`src/rtl/freq_pkg.sv`:
```
// ---------------------------------------------------------------------------
// Package: freq_pkg
// Shared definitions for the frequency-measurement scheduler:
//   - FSM state encoding (IDLE..DONE) as plain 3-bit constants
//   - default settle / timeout cycle counts
//   - f_next_set(): lowest set bit of a channel mask at or above an index
// ---------------------------------------------------------------------------
package freq_pkg;

    // Upper bound on channel count; the channel-search helper works on a
    // mask of this width (narrower masks are zero-extended by the caller).
    localparam int MAX_CH  = 16;

    // Width of the shared settle/timeout down-counter.
    localparam int TIMER_W = 32;

    localparam int DEF_SETTLE_CNT  = 1_000;
    localparam int DEF_TIMEOUT_CNT = 100_000;

    typedef logic [2:0] state_t;

    localparam logic [2:0] ST_IDLE   = 3'd0;
    localparam logic [2:0] ST_SELECT = 3'd1;
    localparam logic [2:0] ST_SETTLE = 3'd2;
    localparam logic [2:0] ST_START  = 3'd3;
    localparam logic [2:0] ST_WAIT   = 3'd4;
    localparam logic [2:0] ST_STORE  = 3'd5;
    localparam logic [2:0] ST_DONE   = 3'd6;

    // Returns the index of the lowest set bit of i_mask whose index is
    // >= i_from, or -1 when there is none. Scanning from the top down and
    // overwriting on every hit leaves the lowest qualifying index; the search
    // never wraps back below i_from.
    function automatic int f_next_set(input logic [MAX_CH-1:0] i_mask,
                                      input int                i_from);
        int v_idx;
        v_idx = -1;
        for (int i = MAX_CH - 1; i >= 0; i--) begin
            if ((i >= i_from) && i_mask[i]) begin
                v_idx = i;
            end
        end
        return v_idx;
    endfunction

endpackage

```
`src/rtl/freq_sched_timer.sv`:
```
// ---------------------------------------------------------------------------
// Module: freq_sched_timer
// Down-counter shared by the settle interval and the measurement timeout.
// Ports:
//   i_clk      system clock
//   i_srst     synchronous active-high reset (count -> 0)
//   i_load     load i_load_val (has priority over decrement)
//   i_load_val value to load
//   i_dec      decrement by one; holds at zero
//   o_zero     count is zero
// ---------------------------------------------------------------------------
module freq_sched_timer
    import freq_pkg::*;
(
    input  logic               i_clk,
    input  logic               i_srst,
    input  logic               i_load,
    input  logic [TIMER_W-1:0] i_load_val,
    input  logic               i_dec,
    output logic               o_zero
);

    logic [TIMER_W-1:0] r_count;

    always_ff @(posedge i_clk) begin
        if (i_srst) begin
            r_count <= '0;
        end else if (i_load) begin
            r_count <= i_load_val;
        end else if (i_dec && (r_count != '0)) begin
            r_count <= r_count - TIMER_W'(1);
        end
    end

    assign o_zero = (r_count == '0);

endmodule

```
`src/rtl/freq_meas_scheduler.sv`:
```
// ---------------------------------------------------------------------------
// Module: freq_meas_scheduler
// Sequences one shared frequency-measurement core across NUM_CH test clocks.
// For every enabled channel: steer the clock mux, wait SETTLE_CNT cycles,
// pulse meas_start, wait for meas_done (or TIMEOUT_CNT cycles), then record
// the result (or a timeout flag) in a per-channel result bank.
// Ports:
//   sys_clk, sys_rst  clock / synchronous active-high reset
//   sweep_start       pulse: begin a sweep over ch_en (ignored while busy)
//   ch_en             channel enable mask, latched at sweep start
//   ch_sel            clock-mux select, changes only when a channel is selected
//   meas_start        one-cycle pulse to the measurement core
//   meas_done         one-cycle pulse from the core, meas_freq valid with it
//   meas_freq         measured frequency word
//   rd_ch             readback channel index
//   rd_data/rd_valid  stored result of rd_ch, one cycle after rd_ch
//   res_err           per-channel timeout flag of the last attempt
//   busy              high from sweep accept until the sweep ends
//   sweep_done        one-cycle pulse after the last enabled channel is stored
// ---------------------------------------------------------------------------
module freq_meas_scheduler
    import freq_pkg::*;
#(
    parameter int NUM_CH      = 4,
    parameter int CH_W        = 2,
    parameter int DATA_W      = 50,
    parameter int SETTLE_CNT  = DEF_SETTLE_CNT,
    parameter int TIMEOUT_CNT = DEF_TIMEOUT_CNT,
    parameter bit CONTINUOUS  = 1'b0
) (
    input  logic              sys_clk,
    input  logic              sys_rst,
    input  logic              sweep_start,
    input  logic [NUM_CH-1:0] ch_en,
    output logic [CH_W-1:0]   ch_sel,
    output logic              meas_start,
    input  logic              meas_done,
    input  logic [DATA_W-1:0] meas_freq,
    input  logic [CH_W-1:0]   rd_ch,
    output logic [DATA_W-1:0] rd_data,
    output logic              rd_valid,
    output logic [NUM_CH-1:0] res_err,
    output logic              busy,
    output logic              sweep_done
);

    // -----------------------------------------------------------------------
    // Control registers
    // -----------------------------------------------------------------------
    state_t            r_state;
    logic [CH_W-1:0]   r_cur;      // channel being measured
    logic [CH_W-1:0]   r_ch_sel;   // mux select, held between channels
    logic [NUM_CH-1:0] r_en_q;     // enable mask frozen for this sweep
    logic              r_busy;

    logic [DATA_W-1:0] r_rd_data;
    logic              r_rd_valid;

    // -----------------------------------------------------------------------
    // Channel search
    // -----------------------------------------------------------------------
    int w_first_idx;   // lowest enabled channel of the live ch_en
    int w_next_idx;    // next enabled channel above r_cur in the latched mask

    assign w_first_idx = f_next_set(MAX_CH'(ch_en), 0);
    assign w_next_idx  = f_next_set(MAX_CH'(r_en_q), int'(r_cur) + 1);

    // -----------------------------------------------------------------------
    // Shared timer
    // -----------------------------------------------------------------------
    logic               w_tmr_load;
    logic [TIMER_W-1:0] w_tmr_val;
    logic               w_tmr_dec;
    logic               w_tmr_zero;

    always_comb begin
        w_tmr_load = 1'b0;
        w_tmr_val  = '0;
        w_tmr_dec  = 1'b0;
        case (r_state)
            ST_SELECT: begin
                w_tmr_load = 1'b1;
                w_tmr_val  = TIMER_W'(SETTLE_CNT - 1);
            end
            ST_START: begin
                w_tmr_load = 1'b1;
                w_tmr_val  = TIMER_W'(TIMEOUT_CNT - 1);
            end
            ST_SETTLE, ST_WAIT: begin
                w_tmr_dec = 1'b1;
            end
            default: begin
            end
        endcase
    end

    freq_sched_timer u_timer (
        .i_clk      (sys_clk),
        .i_srst     (sys_rst),
        .i_load     (w_tmr_load),
        .i_load_val (w_tmr_val),
        .i_dec      (w_tmr_dec),
        .o_zero     (w_tmr_zero)
    );

    // -----------------------------------------------------------------------
    // Measurement outcome in WAIT. A done arriving in the same cycle the
    // timer hits zero counts as a success, so the timeout term excludes it.
    // -----------------------------------------------------------------------
    logic w_meas_ok;
    logic w_meas_to;

    assign w_meas_ok = (r_state == ST_WAIT) && meas_done;
    assign w_meas_to = (r_state == ST_WAIT) && !meas_done && w_tmr_zero;

    // -----------------------------------------------------------------------
    // Sequencer
    // -----------------------------------------------------------------------
    always_ff @(posedge sys_clk) begin
        if (sys_rst) begin
            r_state  <= ST_IDLE;
            r_cur    <= '0;
            r_ch_sel <= '0;
            r_en_q   <= '0;
            r_busy   <= 1'b0;
        end else begin
            case (r_state)
                ST_IDLE: begin
                    // An empty mask gives nothing to measure: stay idle.
                    if (sweep_start && (ch_en != '0)) begin
                        r_en_q  <= ch_en;
                        r_cur   <= CH_W'(w_first_idx);
                        r_busy  <= 1'b1;
                        r_state <= ST_SELECT;
                    end
                end
                ST_SELECT: begin
                    r_ch_sel <= r_cur;
                    r_state  <= ST_SETTLE;
                end
                ST_SETTLE: begin
                    if (w_tmr_zero) begin
                        r_state <= ST_START;
                    end
                end
                ST_START: begin
                    r_state <= ST_WAIT;
                end
                ST_WAIT: begin
                    if (w_meas_ok || w_meas_to) begin
                        r_state <= ST_STORE;
                    end
                end
                ST_STORE: begin
                    if (w_next_idx >= 0) begin
                        r_cur   <= CH_W'(w_next_idx);
                        r_state <= ST_SELECT;
                    end else begin
                        r_state <= ST_DONE;
                    end
                end
                ST_DONE: begin
                    // Continuous mode re-samples the live enable mask so a
                    // running sweep loop can be stopped by clearing ch_en.
                    if (CONTINUOUS && (ch_en != '0)) begin
                        r_en_q  <= ch_en;
                        r_cur   <= CH_W'(w_first_idx);
                        r_state <= ST_SELECT;
                    end else begin
                        r_busy  <= 1'b0;
                        r_state <= ST_IDLE;
                    end
                end
                default: begin
                    r_busy  <= 1'b0;
                    r_state <= ST_IDLE;
                end
            endcase
        end
    end

    // -----------------------------------------------------------------------
    // Per-channel result bank. Each channel owns its data word, valid bit and
    // timeout flag; only the channel matching r_cur is written.
    // -----------------------------------------------------------------------
    logic [DATA_W-1:0] w_bank [NUM_CH];
    logic [NUM_CH-1:0] w_valid;
    logic [NUM_CH-1:0] w_err;

    genvar gi;
    generate
        for (gi = 0; gi < NUM_CH; gi++) begin : g_ch
            logic [DATA_W-1:0] r_data;
            logic              r_valid;
            logic              r_err;
            logic              w_sel;

            assign w_sel = (r_cur == CH_W'(gi));

            always_ff @(posedge sys_clk) begin
                if (sys_rst) begin
                    r_data  <= '0;
                    r_valid <= 1'b0;
                    r_err   <= 1'b0;
                end else if (w_sel) begin
                    if (w_meas_ok) begin
                        r_data  <= meas_freq;
                        r_valid <= 1'b1;
                        r_err   <= 1'b0;
                    end else if (w_meas_to) begin
                        r_data  <= '0;
                        r_valid <= 1'b0;
                        r_err   <= 1'b1;
                    end
                end
            end

            assign w_bank[gi]  = r_data;
            assign w_valid[gi] = r_valid;
            assign w_err[gi]   = r_err;
        end
    endgenerate

    // -----------------------------------------------------------------------
    // Readback: registered every cycle. A bank write in the same cycle is
    // seen one cycle later because both update on the same edge.
    // -----------------------------------------------------------------------
    always_ff @(posedge sys_clk) begin
        if (sys_rst) begin
            r_rd_data  <= '0;
            r_rd_valid <= 1'b0;
        end else if (int'(rd_ch) < NUM_CH) begin
            r_rd_data  <= w_bank[rd_ch];
            r_rd_valid <= w_valid[rd_ch];
        end else begin
            r_rd_data  <= '0;
            r_rd_valid <= 1'b0;
        end
    end

    // -----------------------------------------------------------------------
    // Outputs
    // -----------------------------------------------------------------------
    assign ch_sel     = r_ch_sel;
    assign meas_start = (r_state == ST_START);
    assign sweep_done = (r_state == ST_DONE);
    assign busy       = r_busy;
    assign res_err    = w_err;
    assign rd_data    = r_rd_data;
    assign rd_valid   = r_rd_valid;

endmodule

```
`config.mk`:
```
export PLATFORM = sky130hd
export DESIGN_NAME = freq_meas_scheduler
export DESIGN_NICKNAME = d
export VERILOG_FILES = /design/src/rtl/freq_pkg.sv /design/src/rtl/freq_sched_timer.sv /design/src/rtl/freq_meas_scheduler.sv
export SDC_FILE = /design/constraint.sdc
export NUM_CORES = 1
export LEC_CHECK = 0
export ABC_CLOCK_PERIOD_IN_PS = 2130
export CORE_ASPECT_RATIO = 0.6
export CORE_MARGIN = 2
export CORE_UTILIZATION = 35
export DETAILED_ROUTE_END_ITERATION = 8
export SETUP_SLACK_MARGIN = 0.02
export SLEW_MARGIN = 20
export SYNTH_ARGS = -nofsm -noshare
export SYNTH_HDL_FRONTEND = slang
export SYNTH_SLANG_ARGS = --single-unit
```
`constraint.sdc`:
```
create_clock -name sys_clk -period 2.13 [get_ports sys_clk]
set_input_delay 0.426 -clock sys_clk [delete_from_list [all_inputs] [get_ports sys_clk]]
set_output_delay 0.426 -clock sys_clk [all_outputs]
set_load 0.05 [all_outputs]
```
==> flow_metrics.env <==
export IMPL_status="finished with violations"
export IMPL_violations="setup timing"
export IMPL_worstSetupEndpointType="register"
export IMPL_vdd_ir_drop_max_v=0.000598
export IMPL_final_nets=1279
export IMPL_avgViaCountPerCell=5.57
export IMPL_crit_required_ns=2.56
export IMPL_overflow=0
export IMPL_yosysSeqAreaShare_pct=52.7
export IMPL_die_h_um=144
export IMPL_final_cells=1660
export IMPL_routed_wl_mm=35.1
export IMPL_cp_data_arrival_time_ns=2.76
export IMPL_n_antenna_cell=0
export IMPL_async_flop_share_pct=0
export IMPL_synth_cells=1016
export IMPL_cts_root_buf="clkbuf_16"
export IMPL_io_buffers=119
export IMPL_numClockSinks=302
export IMPL_final_layout_size_suffix_gt1_share_pct=32.1
export IMPL_syn_nets=1077
export IMPL_r2r_start="u_timer.r_count[30]"
export IMPL_hold_path_class="primary input to register"
export IMPL_dr_pass1_iters=5
export IMPL_worstPathCellList="or3_4 -> or4_4 -> o31ai_4 -> buf_12 -> buf_12 -> a21oi_4 -> buf_12 -> o2bb2ai_1"
export IMPL_hpwl_mm=21.7
export IMPL_crit_fanout=25
export IMPL_fin_worst_skew_ns=0.0102
export IMPL_routed_wl_met2_mm=14.8
export IMPL_dp_worst_setup_slack_ns=-0.220
export IMPL_io_pins=120
export IMPL_grt_pass1_vias=9064
export IMPL_rsz0062_at_grt="true"
export IMPL_synth_edf_count=0
export IMPL_powerDensity_nw_per_um2=983
export IMPL_synth_top_flop_cell="dfxtp_1"
export IMPL_die_w_um=238
export IMPL_min_period_over_period_pct=109
export IMPL_netlist_area_sq_um=11500
export IMPL_drc=0
export IMPL_r2r_end="g_ch[1].r_data[25]"
export IMPL_gp_congestion=0.879
export IMPL_wl_met3_mm=2.23
export IMPL_worst_pin_slew_ns=0.567
export IMPL_core_sq_um=32400
export IMPL_ys_ff_latch=302
export IMPL_top_layer_used="met4"
export IMPL_ant_nets=0
export IMPL_max_freq_mhz=430
export IMPL_die_area_sq_um=34300
export IMPL_clk_pin_slew_worst_paths_ns=0.07
export IMPL_cpPeakStageDelay_ns=0.53
export IMPL_start_util_pct=35.5
export IMPL_cts_htree_levels=1
export IMPL_wl_met1_mm=17.4
export IMPL_grt_pass1_wl_mm=52.8
export IMPL_reg2reg_slack_ns=-0.20
export IMPL_worst_slack_ns=-0.195
export IMPL_syn_to_final_growth_pct=43.8
export IMPL_holdPathStages=3
export IMPL_max_slew_margin_rel_pct=62.1
export IMPL_avgSynthCellArea_sq_um=11.3
export IMPL_cts_tree="yes"
export IMPL_cp_common_cell="buf_12"
export IMPL_reg2reg_depth=8
export IMPL_fillers=2766
export IMPL_crit_path_start_kind="register"
export IMPL_fin_crit_ns=2.33
export IMPL_maxCapViolations=0
export IMPL_hold_path_startpoint="sys_rst"
export IMPL_hold_buffers=0
export IMPL_p_leak_nw=6.83
export IMPL_grt_usage_pct=19.6
export IMPL_grt_max_degree=52
export IMPL_drv_slew=0
export IMPL_min_to="g_ch[3].r_data[5]"
export IMPL_avgRoutedWirePerCell_um=21.1
export IMPL_worstSetupPathType="register to register"
export IMPL_slowest_stage="or4_4"
export IMPL_drt_iter0_markers=575
export IMPL_antenna_found_initial=0
export IMPL_yosysUniqueCellTypes=60
export IMPL_vias=9239
export IMPL_setup_violations_final=234
export IMPL_hold_slack_ns=0.426
export IMPL_clkLatencyLatePin_ns=0.56
export IMPL_yosys_warnings=0
export IMPL_cts_max_path_buffers=3
export IMPL_cts_inserted_buffers=29
export IMPL_row_count=51
export IMPL_dp_cells=1581
export IMPL_hold_viol_final=0
## registers in the layout, indices dropped and copies added (netlist names), 2 cells and up
register,flops
ch_sel,2
g_ch.r_data,200
g_ch.r_err,4
g_ch.r_valid,4
r_cur,2
r_en_q,3
r_state,3
rd_data,50
u_timer.r_count,32
## report_power, final
group          leakage [nW]  switching [mW]  internal [mW]
logic                  3.95            2.83           2.33
registers              2.44           0.225           5.88
clock network         0.451            2.23           2.73
total                  6.83            5.29           10.9
## metrics by stage
stage | TNS (ns) | util, % | cell area [sq um] | power [mW]
floorplan | -3.12 | - | 11700 | 8.35
global placement | -28.55 | 43.7 | 14100 | 10.2
detailed placement | -30.93 | 43.7 | 14100 | 10.2
CTS | -29.46 | 47.1 | 15300 | 15.5
global route | -44.29 | 51.0 | 16500 | 17.0
finish | -31.59 | 51.0 | 16500 | 16.2
## kinds of logic (layout without fill, tap and decap cells)
family | after synthesis | after routing | synth area share, %
multiplexers | 56 | 56 | 10.4
flip-flops | 302 | 302 | 52.7
AO/OA/AOI/OAI | 307 | 310 | 21.6
buffers and inverters | 98 | 315 | 3.40
AND/OR/NAND/NOR | 249 | 249 | 11.5
XOR/XNOR | 3 | 3 | 0.229
adder cells (fa/ha/maj) | 1 | 1 | 0.109
## repair_timing
item                                    in CTS  in global routing
pin swaps                                    5                 81
cloned                                       6                  7
endpoints found under the hold margin        0                  0
resized for setup                           16                214
endpoints found under the setup margin     261                299
buffers inserted                             5                 13
## how the worst max path moves through the flow
stage / from / end / slack (ns) / cells past startpoint
after global placement: meas_done / g_ch[3].r_data[45] / -0.17 / 6
after floorplan: u_timer.r_count[30] / g_ch[1].r_data[10] / -0.03 / 6
after detailed placement: meas_done / g_ch[3].r_data[45] / -0.22 / 6
after global routing: u_timer.r_count[30] / g_ch[0].r_data[35] / -0.25 / 8
final: u_timer.r_count[30] / g_ch[1].r_data[25] / -0.20 / 8
after CTS: u_timer.r_count[30] / g_ch[2].r_data[43] / -0.18 / 8
## layout make-up
class | instances | area [sq um] | area share, %
timing repair buffer | 255 | 2830 | 17.2
clock buffer | 38 | 830 | 5.03
tap | 424 | 531 | 3.21
inverter | 11 | 41.3 | 0.250
sequential | 302 | 6050 | 36.7
clock inverter | 11 | 68.8 | 0.417
multi-input combinational | 619 | 6150 | 37.3
## routing by layer
layer	track usage, %	vias to the layer above
li1	-	4296
met1	29.7	4630
met2	28.1	270
met3	4.08	43
met4	4.80	0
met5	0	-
## Yosys cell counts (7+ instances only)
master     number  area (sq um)
o31ai_1         7          52.6
dfxtp_1       302          6050
clkbuf_1       62           233
a31oi_1        13          81.3
nor2_1         31           116
nand2_1        73           274
mux4_2         51          1150
nor2b_1        54           338
nor4_1         11          68.8
a21oi_1        36           180
inv_1          11          41.3
nand3_1         8          40.0
or3_1          14          87.6
buf_1          15          56.3
o2bb2ai_1     129          1130
o21ai_0        17          85.1
nor3_1         11          55.1
nand2b_1        9          56.3
a22o_1         50           438
or4_1          11          82.6
a2bb2o_1       21           210
## cell usage in the layout, fill, tap and decap left out, drive strengths merged, types with 3 or more instances in the layout
| cell type | count |
|---|---|
| a211oi | 5 |
| nand4b | 3 |
| or2 | 5 |
| nand4 | 6 |
| nor4 | 12 |
| mux2i | 5 |
| clkdlybuf4s50 | 57 |
| o21ai | 18 |
| o41ai | 5 |
| mux4 | 51 |
| o31ai | 9 |
| buf | 137 |
| nor2b | 54 |
| nor3 | 12 |
| inv | 13 |
| a31o | 3 |
| nand2 | 73 |
| or4 | 12 |
| a31oi | 13 |
| a21oi | 39 |
| dlymetal6s2s | 57 |
| a22o | 50 |
| clkinv | 8 |
| dfxtp | 302 |
| o2bb2ai | 129 |
| a2bb2o | 21 |
| clkbuf | 42 |
| nand3 | 8 |
| nor2 | 31 |
| or3 | 14 |
| nand2b | 9 |
| and3 | 3 |
## worst max-delay path, delay by kind of cell, from the launching register on
kind | cells | cell delay, ns
AOI/OAI and AO/OA | 3 | 0.48
buffers and inverters | 3 | 0.47
DFF | 1 | 0.32
and+or+nand+nor | 2 | 0.91
Note: power is estimated with default switching activity, not from simulation.
